## src/rtl/tick_divider_if.sv

```systemverilog
`default_nettype none
// ============================================================================
//  Module      : tick_divider_if
//  Description : Control/status bundle for the tick divider (bench drives
//                the master side, the divider is the slave).
//  Revision    : 1.0 - initial release
// ============================================================================
interface tick_divider_if #(
    parameter int WIDTH = 16
);
    logic             en;
    logic             sync_clr;
    logic [WIDTH-1:0] div_value;
    logic             div_load;
    logic             div_busy;
    logic             tick;
    logic             clk_out;
    logic [WIDTH-1:0] count;

    modport master (
        output en, sync_clr, div_value, div_load,
        input  div_busy, tick, clk_out, count
    );

    modport slave (
        input  en, sync_clr, div_value, div_load,
        output div_busy, tick, clk_out, count
    );
endinterface
`default_nettype wire

```

## src/rtl/tick_divider.sv

```systemverilog
`default_nettype none
// ============================================================================
//  Module      : tick_divider
//  Description : Runtime-programmable clock-enable divider producing a
//                one-cycle tick strobe and a registered square wave.
//  Revision    : 1.0 - initial release
// ============================================================================
module tick_divider #(
    parameter int WIDTH       = 16,
    parameter int DEFAULT_DIV = 4
) (
    input  wire logic     clk,
    input  wire logic     rst,
    tick_divider_if.slave bus
);

    localparam logic [WIDTH-1:0] c_default_div = WIDTH'(DEFAULT_DIV);
    localparam logic [WIDTH-1:0] c_one         = {{(WIDTH-1){1'b0}}, 1'b1};
    localparam logic [WIDTH:0]   c_one_ext     = {{WIDTH{1'b0}}, 1'b1};

    logic [WIDTH-1:0] r_count;
    logic [WIDTH-1:0] r_div;
    logic [WIDTH-1:0] r_pend;
    logic             r_busy;
    logic             r_tick;
    logic             r_clk_out;

    logic             w_pend_valid;
    logic [WIDTH-1:0] w_pend_val;
    logic [WIDTH-1:0] w_next_div;
    logic [WIDTH-1:0] w_count_inc;
    logic [WIDTH:0]   w_cur_half;
    logic [WIDTH:0]   w_next_half;
    logic             w_at_tc;

    // A load on the applying edge wins over the stored pending value.
    always_comb begin
        w_pend_valid = bus.div_load | r_busy;
        w_pend_val   = bus.div_load ? bus.div_value : r_pend;
        w_next_div   = w_pend_valid ? w_pend_val : r_div;
        w_count_inc  = r_count + c_one;
        w_cur_half   = ({1'b0, r_div} + c_one_ext) >> 1;
        w_next_half  = ({1'b0, w_next_div} + c_one_ext) >> 1;
        w_at_tc      = (r_div != '0) && (r_count == (r_div - c_one));
    end

    always_ff @(posedge clk) begin
        if (rst) begin
            r_count   <= '0;
            r_div     <= c_default_div;
            r_pend    <= '0;
            r_busy    <= 1'b0;
            r_tick    <= 1'b0;
            r_clk_out <= 1'b0;
        end else if (bus.sync_clr) begin
            r_count   <= '0;
            r_tick    <= 1'b0;
            r_div     <= w_next_div;
            r_busy    <= 1'b0;
            r_clk_out <= (w_next_div != '0);
        end else if (r_div == '0) begin
            // Stopped: outputs parked low, any pending divisor takes over now.
            r_count   <= '0;
            r_tick    <= 1'b0;
            r_clk_out <= 1'b0;
            r_div     <= w_next_div;
            r_busy    <= 1'b0;
        end else if (bus.en) begin
            if (w_at_tc) begin
                r_count   <= '0;
                r_tick    <= 1'b1;
                r_div     <= w_next_div;
                r_busy    <= 1'b0;
                r_clk_out <= (w_next_half != '0);
            end else begin
                r_count   <= w_count_inc;
                r_tick    <= 1'b0;
                r_clk_out <= ({1'b0, w_count_inc} < w_cur_half);
                if (bus.div_load) begin
                    r_pend <= bus.div_value;
                    r_busy <= 1'b1;
                end
            end
        end else begin
            r_tick <= 1'b0;
            if (bus.div_load) begin
                r_pend <= bus.div_value;
                r_busy <= 1'b1;
            end
        end
    end

    assign bus.count    = r_count;
    assign bus.tick     = r_tick;
    assign bus.clk_out  = r_clk_out;
    assign bus.div_busy = r_busy;

endmodule
`default_nettype wire

```

## src/flat_wrapper.sv

```systemverilog
// flat-port wrapper written by rule: the top's interface ports become plain ports
module tick_divider_flat 
#(
    parameter int WIDTH       = 16,
    parameter int DEFAULT_DIV = 4
)
  (clk, rst, bus_en, bus_sync_clr, bus_div_value, bus_div_load, bus_div_busy, bus_tick, bus_clk_out, bus_count);
  tick_divider_if #(.WIDTH(WIDTH)) bus_i ();
  input  wire logic clk;
  input  wire logic rst;
  input wire logic [$bits(bus_i.en)-1:0] bus_en;
  input wire logic [$bits(bus_i.sync_clr)-1:0] bus_sync_clr;
  input wire logic [$bits(bus_i.div_value)-1:0] bus_div_value;
  input wire logic [$bits(bus_i.div_load)-1:0] bus_div_load;
  output wire logic [$bits(bus_i.div_busy)-1:0] bus_div_busy;
  output wire logic [$bits(bus_i.tick)-1:0] bus_tick;
  output wire logic [$bits(bus_i.clk_out)-1:0] bus_clk_out;
  output wire logic [$bits(bus_i.count)-1:0] bus_count;
  assign bus_i.en = bus_en;
  assign bus_i.sync_clr = bus_sync_clr;
  assign bus_i.div_value = bus_div_value;
  assign bus_i.div_load = bus_div_load;
  assign bus_div_busy = bus_i.div_busy;
  assign bus_tick = bus_i.tick;
  assign bus_clk_out = bus_i.clk_out;
  assign bus_count = bus_i.count;
  tick_divider #(.WIDTH(WIDTH), .DEFAULT_DIV(DEFAULT_DIV)) u_core (.clk(clk), .rst(rst), .bus(bus_i));
endmodule
```

## config.mk

```make
export PLATFORM = sky130hd
export DESIGN_NAME = tick_divider_flat
export DESIGN_NICKNAME = d
export VERILOG_FILES = /design/src/rtl/tick_divider_if.sv /design/src/rtl/tick_divider.sv /design/src/flat_wrapper.sv
export SDC_FILE = /design/constraint.sdc
export NUM_CORES = 1
export LEC_CHECK = 0
export CELL_PAD_IN_SITES_DETAIL_PLACEMENT = 1
export CELL_PAD_IN_SITES_GLOBAL_PLACEMENT = 1
export CORE_MARGIN = 2
export CORE_UTILIZATION = 27
export CTS_CLUSTER_SIZE = 30
export DETAILED_ROUTE_END_ITERATION = 10
export PLACE_DENSITY = 0.59
export SETUP_SLACK_MARGIN = 0.3
export SYNTH_ARGS = -nofsm -noshare
export SYNTH_HDL_FRONTEND = slang
export SYNTH_SLANG_ARGS = --single-unit
export TNS_END_PERCENT = 30
```

## constraint.sdc

```tcl
create_clock -name clk -period 3.4 [get_ports clk]
set_clock_uncertainty 0.2 [all_clocks]
set_input_delay 0.51 -clock clk [delete_from_list [all_inputs] [get_ports clk]]
set_output_delay 0.51 -clock clk [all_outputs]
set_load 0.02 [all_outputs]
```

---- Word-level counts from Yosys, hierarchy flattened ----
Cells that the tools add are included.
word-level totals
  flip-flop bits (word level) ............. 51
  output and inout port bits .............. 19
  logic and storage cells ................. 45
  input bits .............................. 21
cells by class
  equal/unequal tests ..................... 2
  reductions and logical operators ........ 11
  muxes and demuxes ....................... 17
  $lt $le $gt $ge ......................... 1
  bitwise logic cells ..................... 4
  add/sub/neg operators ................... 4
operators with widths
  operator                 count
  $mux W16                 9
  $add A16 B1 Y17 const B  2
  $reduce_bool A16 Y1      2
  $reduce_bool A17 Y1      1
  $add A16 B1 Y16 const B  1
  $eq A16 B16 Y1           1
  $logic_not A16 Y1        1
  $lt A16 B16 Y1           1
  $sub A16 B1 Y16 const B  1
  $mux W1                  8
  $reduce_bool A3 Y1       2
  $reduce_or A4 Y1         1
  $not A1 Y1               3
  $reduce_and A3 Y1        1
  $reduce_or A3 Y1         1
  $ne A2 B2 Y1 const B     1
  $reduce_and A2 Y1        1
  $logic_and A1 B1 Y1      1
  $or A1 B1 Y1             1

---- Logic depth before layout (Yosys ltp) ----
  word-level depth ........................ 8
  mapped depth ............................ 16
  depth with buffers taken out ............ 15

---- Least setup slack after synthesis ----
OpenSTA, ideal clock, no wires.
  kind .................................... register -> register
  from .................................... register u_core.r_count[0] (netlist: u_core.bus.count[0])
  to ...................................... register u_core.r_clk_out (netlist: u_core.bus.clk_out)
  arrival time ............................ 3,302 ps
  cell stages (with the launch flop) ...... 16
  setup slack ............................. -176 ps
  buffers on the path ..................... 1
  setup time .............................. 74 ps
  clock period less this slack ............ 3,576 ps
  cell sequence ........................... dfxtp_1 -> ha_1 -> and3_1 -> and3_1 -> and3_1 -> and3_1 -> clkbuf_1 -> xor2_1 -> ha_1 -> a21o_1 -> a211oi_1 -> o21bai_1 -> a21o_1 -> a221oi_1 -> o21ai_0 -> a31oi_1
on the way
  word-level cells in the longest chain between the ends .. 6
RTL lines
  item                                                          line                                    RTL
  start, declared                                               tick_divider.sv:21                      logic [WIDTH-1:0] r_count;
  start signal, assigned                                        tick_divider.sv:76                      r_count <= w_count_inc;
  $add A16 B1 Y16 / $eq A16 B16 Y1 (equally long branches)      tick_divider.sv:41, tick_divider.sv:44
  $lt A16 B16 Y1 / $logic_and A1 B1 Y1 (equally long branches)  tick_divider.sv:78, tick_divider.sv:44
  $mux W1 (*)                                                   tick_divider.sv:69                      if (w_at_tc) begin
  $mux W1 (*)                                                   tick_divider.sv:68                      end else if (bus.en) begin
  $mux W1 (*)                                                   tick_divider.sv:61                      end else if (r_div == '0) begin
  $mux W1 (*)                                                   tick_divider.sv:55                      end else if (bus.sync_clr) begin
  end signal, assigned                                          tick_divider.sv:60                      r_clk_out <= (w_next_div != '0);
  end signal, assigned                                          tick_divider.sv:74                      r_clk_out <= (w_next_half != '0);
  end signal, assigned                                          tick_divider.sv:78                      r_clk_out <= ({1'b0, w_count_inc} < w_cur_half);
  end, declared                                                 tick_divider.sv:26                      logic r_clk_out;
Mark *: on every way between the ends. The rest lies on a longest branch, timed or not. The select of a mux whose other input is x is not followed.
A chain may end at the register's enable or synchronous reset.

---- Worst setup path in the final report ----
Ends and elaborated chain as after synthesis.

==> run metrics <==
status=complete, no violations; setup ws final=approximately 0.21 ns; Final GP Congestion=0.9120; DRC=0; Hold Vio Cnt, Final=0; worst min-delay path class=flip-flop to flip-flop; IO Count=40; internal reg-to-reg setup slack=roughly 0.21 ns; Register Area=between 1000 and 1500 um^2; synthesized flop and latch total=slightly above 50; die area=16500 um^2; Filler Cell Count=1800; post-DP HPWL=between 10 and 15 mm; P per Cell Area=306.0 nW/um^2; CORE AREA=around 15000 um^2; Yosys warnings=0; # rows=45; crit-path cells=ha_4 -> and3_4 -> and3_4 -> and3_4 -> and3_4 -> xor2_1 -> ha_1 -> a21o_1 -> a211oi_2 -> o21bai_1 -> a21o_1 -> a221oi_2 -> o21ai_1 -> a31oi_1; most frequent CP cell=and3_4; Detail Route Antenna Nets=0; clock buffer depth=2; Ant. Diodes=0; vias in the first global route=approximately 4300; Setup Viol. Count Final=0; Area growth syn-to-layout=31.06%; crit path launch type=flip-flop; placed cells=between 700 and 800; clock period minus final worst setup slack=between 3 and 4 ns; R2R depth=14; WS Path Type=flip-flop to flip-flop; worst skew pair latency=~0.31 ns; TritonCTS Buffers=5; mapped cell area=~4200 um^2; first-pass GRT wire length=about 23 mm; total track usage=0.1744; CP max stage delay=0.39 ns; Mapped Nets=between 500 and 600; fin crit share=0.9378; Slew @ Worst Pin=approximately 0.56 ns; width of the die=approximately 130 um; Die Height=about 130 um; Max transition margin=0.6208; Clk pin slew, worst setup/hold paths=0.08 ns; vias=between 4000 and 5000; Root Buffer=clkbuf_16; Syn Area/Cell=7.801 um^2; Primary FF master, synth=dfxtp_1; drt first pass iters=4; Post-Place Setup Slack=-0.03096 ns; reg-to-reg startpoint=u_core.bus.count[0]$_SDFFE_PP0P_; critical path fanouts, max=4; IO Port Bufs=39; Finished Layout Cells=approximately 800; CP endpoint=u_core.bus.clk_out$_SDFFE_PP0P_; sequential area share after synthesis=0.2442; final slew viol count=0; Lkg Pwr=~0.0021 uW; Final nets=around 650; DR vias/cell=approximately 5.3; Worst VDD drop=approximately 0.00016 V; CP endpoint kind=flip-flop; Tot Pwr=~1700 uW; initial antenna violation count=0; total clock sinks=a little over 50; WL/cell=around 18 um; hold_ws=0.3025 ns; number of synthesized flops with an enable pin=0; Initial DRC Count=around 140; drt total wl=around 14 mm; final core area utilization=0.3618; TritonCTS clock tree=built; Max Cap Violations=0; gr ovfl total=0; layout cell share with drive strength beyond 1=0.1901; asr flop ratio synth=0; crit path from=u_core.bus.count[0]$_SDFFE_PP0P_; Yosys cell types=60; largest net degree at the start of global routing=28; Post-Syn Instances=~540; CTS HTree Levels=2; multi-input combinational cell area=between 3000 and 4000 um^2; Fmax=approximately 310 MHz; Initial Util=0.2761; FF-to-FF End=u_core.bus.clk_out$_SDFFE_PP0P_; Worst Path Arrival=~3.2 ns; worst path required time=about 3.4 ns; RSZ-0062 raised after global routing=yes; Slowest cell on crit path=dfxtp_4
[synthesized netlist by cell type (all sizes together), types with 4 or more instances]
cell type  count  share of area
nor2          57          0.051
dfxtp         51           0.24
mux2i         50           0.12
nand2         45          0.040
o21ai         36          0.043
nand3         30          0.036
xnor2         30          0.063
clkbuf        22          0.020
buf           20          0.028
ha            20          0.060
a21oi         19          0.025
xor2          19          0.040
nor3          16          0.020
inv           14          0.013
and3          13          0.019
nand4         11          0.016
a211oi         8          0.019
nand3b         8          0.014
nor4           7          0.017
o21a           7          0.013
nand2b         5         0.0075
and4           4         0.0084
o31ai          4         0.0072
[worst min path at each step]
stage	from	endpoint	slack [ns]	depth (start not counted)
detailed placement	u_core.r_pend[2]$_SDFFE_PP0P_	u_core.r_pend[2]$_SDFFE_PP0P_	0.28	2
CTS	u_core.r_pend[2]$_SDFFE_PP0P_	u_core.r_pend[2]$_SDFFE_PP0P_	0.30	2
global placement	u_core.r_pend[2]$_SDFFE_PP0P_	u_core.r_pend[2]$_SDFFE_PP0P_	0.27	2
global route	u_core.r_pend[11]$_SDFFE_PP0P_	u_core.r_pend[11]$_SDFFE_PP0P_	0.33	2
finish	u_core.r_pend[2]$_SDFFE_PP0P_	u_core.r_pend[2]$_SDFFE_PP0P_	0.30	2
floorplan	u_core.r_pend[0]$_SDFFE_PP0P_	u_core.r_pend[0]$_SDFFE_PP0P_	0.26	2
[critical path: cells and delay by family (launching register included)]
family / cells / cell delay (ns)
XOR/XNOR: 1 / 0.16
AND/OR/NAND/NOR: 4 / 0.77
flip-flops: 1 / 0.39
adder cells (fa/ha/maj): 2 / 0.41
AO/OA/AOI/OAI: 7 / 1.16
[report_power, final]
part / switching, uW / internal, uW
Combinational: 235 / 205
Clock: 261 / 322
Sequential: 33.3 / 620
Total: 529 / 1150
[cell type report]
cell class,instances,area share
clock buffer,7,0.02808
sequential,51,0.1904
inverter,15,0.01027
multi-input combinational,428,0.5557
tap,188,0.04292
timing repair buffer,103,0.1710
clock inverter,1,0.001598
[state kept, by name, summed over array words and instances, names as in the netlist]
| register | flops |
|---|---|
| u_core.bus.clk_out | 1 |
| u_core.bus.count | 16 |
| u_core.bus.div_busy | 1 |
| u_core.bus.tick | 1 |
| u_core.r_div | 16 |
| u_core.r_pend | 16 |
[cell families after synthesis]
logic type	Yosys count	share of synthesized area
AND/OR/NAND/NOR	211	0.2579
AO/OA/AOI/OAI	97	0.1523
buffers and inverters	57	0.06074
multiplexers	51	0.1224
flip-flops	51	0.2442
XOR/XNOR	49	0.1026
adder cells (fa/ha/maj)	20	0.05984
[cell usage in the layout (no fill, tap or decap), types with 3 or more instances in the layout]
cell type        instances
clkbuf_16                6
dfxtp_2                  6
nor3_1                  13
mux2i_1                 50
nor2_1                  54
dfxtp_1                 41
inv_1                   14
nor4_1                   4
a21oi_1                 18
dfxtp_4                  4
o21a_1                   7
o31ai_1                  4
nor2b_1                  3
a211oi_1                 5
a32o_1                   3
or3_1                    3
clkdlybuf4s50_1         39
and3_1                   7
and4_1                   4
and3_4                   6
nand3b_1                 8
nand3_1                 28
nand4_1                 11
nand2b_1                 5
xnor2_1                 28
nand2_1                 44
ha_1                    18
a21o_1                   3
o21ai_1                  8
xor2_1                  19
o21ai_0                 28
buf_12                   5
buf_4                   58
[metrics by stage]
step / TNS [ns] / area, um^2
global placement: 0 / 5066
finish: 0 / 5480
detailed placement: -0.03096 / 5066
floorplan: 0 / 4248
global route: 0 / 5480
CTS: 0 / 5333
[repair_timing]
item / in CTS / in global routing
hold buffers: 0 / 0
gates resized for setup: 10 / 20
endpoints found under the setup margin: 43 / 45
buffers inserted: 8 / 8
pin swaps: 6 / 13
[metal layers]
metal,global-route usage,up-vias,part of all wire
met2,0.2951,71,0.48
met3,0.02328,12,0.032
met1,0.2346,2048,0.48
li1,-,2040,-
met4,0.04460,0,0.014
met5,0,-,0
Power figures use the tool's default switching activity.
